**src/rtl/fir_ctrl_pkg.sv**
```systemverilog
// Shared FIR control definitions: FSM state encodings and width helpers
// used by the coefficient loader and sibling FIR control blocks.
package fir_ctrl_pkg;

    typedef enum logic [1:0] {
        ST_SETTLE = 2'd0,
        ST_IDLE   = 2'd1,
        ST_ARMED  = 2'd2
    } fir_state_e;

    function automatic int fir_clog2(input int n);
        int r;
        r = 0;
        for (int i = 0; i < 32; i++) begin
            if ((64'd1 << r) < 64'(n)) r = r + 1;
        end
        return r;
    endfunction

    // Index width with a floor of one bit so a single-tap filter still has a port.
    function automatic int fir_addr_w(input int n);
        return (fir_clog2(n) < 1) ? 1 : fir_clog2(n);
    endfunction

endpackage

```
**src/rtl/fir_coeff_loader.sv**
```systemverilog
// Double-buffered FIR coefficient loader: writes land in a shadow bank and are
// swapped atomically into the active bank on a sample strobe after commit.
module fir_coeff_loader
    import fir_ctrl_pkg::*;
#(
    parameter int                                COEFF_WIDTH    = 8,
    parameter int                                NUM_TAPS       = 4,
    parameter logic [COEFF_WIDTH*NUM_TAPS-1:0]   DEFAULT_COEFFS = '0,
    parameter int                                ADDR_W         = fir_addr_w(NUM_TAPS)
) (
    input  logic                              clk,
    input  logic                              rst_n,
    input  logic                              sample_stb,
    input  logic                              wr_valid,
    output logic                              wr_ready,
    input  logic [ADDR_W-1:0]                 wr_addr,
    input  logic [COEFF_WIDTH-1:0]            wr_data,
    input  logic                              commit,
    output logic [COEFF_WIDTH*NUM_TAPS-1:0]   packed_coeffs,
    output logic                              swap_done,
    output logic                              settled,
    output logic                              wr_err
);

    localparam int CNT_W = fir_clog2(NUM_TAPS + 1);

    fir_state_e                               state_q, state_d;
    logic [CNT_W-1:0]                         cnt_q, cnt_d;
    logic [NUM_TAPS-1:0][COEFF_WIDTH-1:0]     shadow_q;
    logic [NUM_TAPS-1:0][COEFF_WIDTH-1:0]     active_q;
    logic                                     swap;
    logic                                     wr_fire;
    logic                                     addr_ok;

    assign wr_fire       = wr_valid && wr_ready;
    assign addr_ok       = ({1'b0, wr_addr} < (ADDR_W+1)'(NUM_TAPS));
    assign packed_coeffs = active_q;

    always_comb begin
        state_d = state_q;
        cnt_d   = cnt_q;
        swap    = 1'b0;
        unique case (state_q)
            ST_SETTLE: begin
                // A commit abandons the settle window; the strobe it coincides with is not counted.
                if (commit) begin
                    state_d = ST_ARMED;
                    cnt_d   = '0;
                end else if (sample_stb && (cnt_q < CNT_W'(NUM_TAPS))) begin
                    cnt_d = cnt_q + 1'b1;
                    if (cnt_q == CNT_W'(NUM_TAPS - 1)) state_d = ST_IDLE;
                end
            end
            ST_IDLE: begin
                if (commit) state_d = ST_ARMED;
            end
            ST_ARMED: begin
                if (sample_stb) begin
                    swap    = 1'b1;
                    cnt_d   = '0;
                    state_d = ST_SETTLE;
                end
            end
            default: state_d = ST_SETTLE;
        endcase
    end

    always_ff @(posedge clk or negedge rst_n) begin
        if (!rst_n) begin
            state_q   <= ST_SETTLE;
            cnt_q     <= '0;
            wr_ready  <= 1'b0;
            settled   <= 1'b0;
            swap_done <= 1'b0;
            wr_err    <= 1'b0;
        end else begin
            state_q   <= state_d;
            cnt_q     <= cnt_d;
            wr_ready  <= (state_d != ST_ARMED);
            settled   <= (state_d == ST_IDLE);
            swap_done <= swap;
            wr_err    <= wr_fire && !addr_ok;
        end
    end

    // Shadow accepts writes only while ready, so it is frozen for the whole ARMED window.
    always_ff @(posedge clk or negedge rst_n) begin
        if (!rst_n) begin
            shadow_q <= DEFAULT_COEFFS;
        end else begin
            for (int i = 0; i < NUM_TAPS; i++) begin
                if (wr_fire && addr_ok && (wr_addr == ADDR_W'(i))) shadow_q[i] <= wr_data;
            end
        end
    end

    always_ff @(posedge clk or negedge rst_n) begin
        if (!rst_n) active_q <= DEFAULT_COEFFS;
        else if (swap) active_q <= shadow_q;
    end

endmodule

```
**config.mk**
```make
export PLATFORM = sky130hd
export DESIGN_NAME = fir_coeff_loader
export DESIGN_NICKNAME = d
export VERILOG_FILES = /design/src/rtl/fir_ctrl_pkg.sv /design/src/rtl/fir_coeff_loader.sv
export SDC_FILE = /design/constraint.sdc
export NUM_CORES = 1
export LEC_CHECK = 0
export CAP_MARGIN = 20
export CORE_AREA = 2 2 104 81
export CTS_BUF_LIST = sky130_fd_sc_hd__clkbuf_8
export CTS_CLUSTER_SIZE = 14
export DETAILED_ROUTE_END_ITERATION = 10
export DIE_AREA = 0 0 106 83
export GPL_TIMING_DRIVEN = 0
export PLACE_DENSITY_LB_ADDON = 0.05
export REMOVE_ABC_BUFFERS = 1
export SLEW_MARGIN = 20
export SYNTH_ARGS = -nofsm -noshare
export SYNTH_HDL_FRONTEND = slang
export SYNTH_SLANG_ARGS = --single-unit
```
**constraint.sdc**
```tcl
create_clock -name clk -period 1.92 [get_ports clk]
set_clock_uncertainty 0.1 [all_clocks]
set_input_delay 0.384 -clock clk [delete_from_list [all_inputs] [get_ports clk]]
set_output_delay 0.384 -clock clk [all_outputs]
set_load 0.01 [all_outputs]
```
**After elaboration in Yosys (flattened, before gate mapping)**

Cells that the tools add are included.

- Add/sub/neg operators: 1
- Order comparisons: 1
- Equality and inequality tests: 10
- Muxes and demuxes: 12
- Reduce and logical (&&, ||, !) cells: 10

Operator list:

| operator | number |
|---|---|
| two-way mux 2 bit | 5 |
| two-way mux 3 bit | 3 |
| equality test 2 x 1 -> 1 bit, second input constant | 3 |
| equality test 2 bit, second input constant | 3 |
| logical AND 1 bit | 6 |
| case mux 2 bit (3 select lines) | 1 |
| case mux 3 bit (2 select lines) | 1 |
| zero test 2 bit | 2 |
| inequality test 2 bit, second input constant | 2 |
| adder 3 x 1 -> 3 bit, second input constant | 1 |
| equality test 3 x 2 -> 1 bit, second input constant | 1 |
| less-than comparator 3 bit, second input constant | 1 |
| inequality test 3 bit, second input constant | 1 |
| AND reduction 3 bit | 1 |
| two-way mux 1 bit | 2 |
| nonzero test 2 bit | 1 |

- Register bits: 72
- Bits of input ports: 15
- Output and inout port bits: 36
- Logic and storage cells: 47

**Depth between registers and ports, before layout**

- Word-level depth: 6
- Depth in mapped cells: 4

**Least setup slack after synthesis**

No wires, ideal clock.

- Kind: register to register
- From: register wr_ready
- To: register shadow_q[0] (netlist bit)
- Arrival time: 1.214 ns
- Data required time: 1.695 ns
- Slack: 0.481 ns
- Stages on the path, launching flop included: 4
- Path buffers: 0
- Cell sequence: dfrtp_1 -> nand2_1 -> nor3_4 -> mux2_2

- Cells in the longest elaborated chain, start to end: 2

RTL lines:

| element | RTL line | text |
|---|---|---|
| start, declared | fir_coeff_loader.sv:15 | `output logic wr_ready,` |
| start signal, assigned | fir_coeff_loader.sv:79 | `wr_ready <= (state_d != ST_ARMED);` |
| logical AND 1 bit | fir_coeff_loader.sv:35 | `assign wr_fire = wr_valid && wr_ready;` |
| logical AND 1 bit | fir_coeff_loader.sv:92 | `if (wr_fire && addr_ok && (wr_addr == ADDR_W'(i))) shadow_q[i] <= wr_data;` |
| end signal, assigned by index | fir_coeff_loader.sv:92 |  |
| end, declared | fir_coeff_loader.sv:29 | `logic [NUM_TAPS-1:0][COEFF_WIDTH-1:0] shadow_q;` |

Every way passes these cells.
A chain may end at the register's enable or synchronous reset.

**Final worst setup path**

- From: register wr_ready
- To: output port wr_ready

No word-level cell between the ends.

==> reports/metrics.yaml <==
cts:
  cts_buffers: 9
  htree_levels: 3
  cts_root_buf: "clkbuf_8"
  clk_pin_slew_ps: 70
  insertion_delay_ps: 330
  cts_tree: "yes"
  cts_setup_buffers: 0
  post_cts_resized: 0
  ctsHoldBuffers: 1
  cts_buffer_depth: 2
  numClockSinks: 72
critical_path:
  path_cells: "clkdlybuf4s50_1"
  crit_fanout: 5
  end_kind: "output port"
  required_ps: 1440
  path_delay_family: "buffers and inverters"
  rr_worst_depth: 2
  slowest_delay_ps: 570
  critPathLaunchType: "flop"
  critPathKind: "flop to output port"
  crit_start: "wr_ready"
  worstPathArrival_ps: 1360
  rr_endpoint: "packed_coeffs[15]"
  rrSetupSlack_ps: 250
  r2r_start: "state_q[1]"
  cp_slowest_cell: "clkdlybuf4s50_1"
  worst-path-buf-inv: 1
yosys:
  synth_top_family_by_area: "multiplexers"
  yosysWarnings: 0
  yosys.area_share.adder_pct: 0.891
  synth_area_leaders: "dfrtp_1 64%, mux2_2 23%, mux2_1 2.4%, nand4b_2 1.1%, ha_1 0.89%"
  synth-xor-area-share_pct: 0
  ys_ff_latch: 72
  synth_top_area_share_pct: 64.2
  netlist_area_um2: 2810
  synth.avg_cell_area_um2: 16.1
  synth.distinct_cells: 25
  ys_seq_area_share_pct: 64.2
  syn_inst: 174
  synth_mux_area_share_pct: 25.7
  synth_compound_area_share_pct: 2.14
  synth_largest_area_cell: "dfrtp_1"
  yosys.area_share.simple_pct: 5.53
pwr:
  switching_share_pct: 26.2
  vdd_drop_max_mv: 0.519
  totalPowerFinal_mw: 5.04
  intPower_mw: 3.72
  seq_power_share_pct: 46.5
  combPwrFrac_pct: 30.4
  clkPwrFrac_pct: 23.1
  power_density_nw_per_um2: 1390
  leakage_nw: 1.58
  p_sw_mw: 1.32
floorplanning:
  initial_utilization_pct: 36.3
  die_h_um: 83
  die_w_um: 106
  rows: 28
  boundaryPins: 51
  die-area_um2: 8800
  core_area_um2: 7740
grt:
  grt_pass1_wl_um: 8620
  grtUsageMet1_pct: 15.3
  busiest_layer: "met2"
  met2_usage_pct: 22.1
  grt_pass1_vias: 1719
  antenna_found_initial: 0
  grt_usage_pct: 13.0
  grt_use_met3_pct: 5.34
  grt_max_degree: 54
  grt_overflow_total: 0
timing:
  period_share_pct: 96.2
  rsz0062_at_grt: "no"
  maxSlewHeadroom_pct: 63.8
  fin_crit_ps: 1850
  worst_pin_slew_ps: 542
  hold_violations: 0
  fmax_mhz: 542
  hold_slack_ps: 371
  slew_violations: 0
  setup_viol: 0
routing:
  wl_per_cell_um: 15.5
  via_per_inst: 4.74
  wl_um: 5290
  ant_nets: 0
  drc: 0
  drtPass1Iterations: 4
  drt_iter0_drc: 34
  vias: 1615
cells_and_area:
  area_growth_pct: 29.4
  diodes: 0
  layout_commonest_cell: "dfrtp_1"
  post_route_cells_drive_above_1_share_pct: 33.9
  layout_common_cells: "72 x dfrtp_1, 58 x mux2_2, 48 x clkdlybuf4s50_1, 11 x clkbuf_8, 6 x mux2_1"
  n_fill_cell: 685
  nNetsFinal: 248
place:
  post-dp-hpwl_um: 3610
  gp_congestion: 0.785
  port_buffers: 49
flow_run:
  drv_cap: 0
outcome:
  outcome: "complete, no violations"
worst_hold_path:
  hp-class: "input pin to async pin"
## worst max path at each step
stage	end	slack, ps	depth (start not counted)
2_1_floorplan	shadow_q[0]	480	3
6_report	wr_ready	70	1
4_1_cts	wr_ready	40	1
3_5_place_dp	shadow_q[2]	-300	4
5_1_grt	wr_ready	10	1
3_3_place_gp	shadow_q[7]	-1830	1
## metrics by stage
stage               cell area (µm²)  setup TNS [ps]  setup slack (ps)  util [%]  cells
finish                         3630               0              73.4      46.9    341
global route                   3630               0              13.8      46.9    341
CTS                            3630               0              37.1      46.9    341
detailed placement             3420          -12870              -300      44.2    324
global placement               3400         -142970             -1830      43.9    323
floorplan                      2780               0               481         -    169
## synthesized netlist by cell type
cell      number
dfrtp_1       72
mux2_2        58
mux2_1         6
a21oi_1        4
buf_2          3
inv_1          3
nand2b_1       3
buf_4          2
ha_1           2
nand2_1        2
nand4b_2       2
nor3_1         2
o21a_1         2
o21ai_0        2
a31oi_1        1
and2b_1        1
conb_1         1
nand2b_2       1
nand3b_4       1
nand4_2        1
nor2b_1        1
nor3_4         1
o32ai_1        1
or4_1          1
or4b_1         1
## power groups by stage
stage | registers (mW) | clock network, mW | logic [mW]
floorplan | 2.47 | 0 | 0.528
CTS | 2.35 | 1.21 | 1.56
finish | 2.34 | 1.16 | 1.53
detailed placement | 2.38 | 0 | 1.55
global placement | 2.34 | 0 | 1.51
global route | 2.42 | 1.29 | 1.64
## kinds of logic (layout without fill, tap and decap cells)
kind of cell / after synthesis / after routing
flops: 72 / 72
other cells: 1 / 1
compound gates: 10 / 10
simple gates: 17 / 17
fa+ha+maj: 2 / 2
mux: 64 / 64
buf+inv: 8 / 70
## sequential cells by signal (all words and copies together), names as in the netlist
signal	flops
state_q	2
cnt_q	3
wr_ready	1
swap_done	1
settled	1
shadow_q	32
packed_coeffs	32
## cell type report
cell class                      instances  area [µm²]  share of cell area, %
Sequential cell                        72        1800                   49.6
Clock buffer                           11         151                   4.17
Multi-Input combinational cell         94         965                   26.5
Tap cell                              105         131                   3.62
Clock inverter                          5        47.5                   1.31
Inverter                                3        11.3                  0.310
Timing Repair Buffer                   51         526                   14.5
## metal layers
layer	up-vias	routed length [µm]	part of all wire [%]
met4	0	54	1.0
met2	40	2620	50
met1	824	2340	44
met3	8	272	5.1
met5	-	0	0
li1	743	-	-
Note: power is estimated with default switching activity, not from simulation.
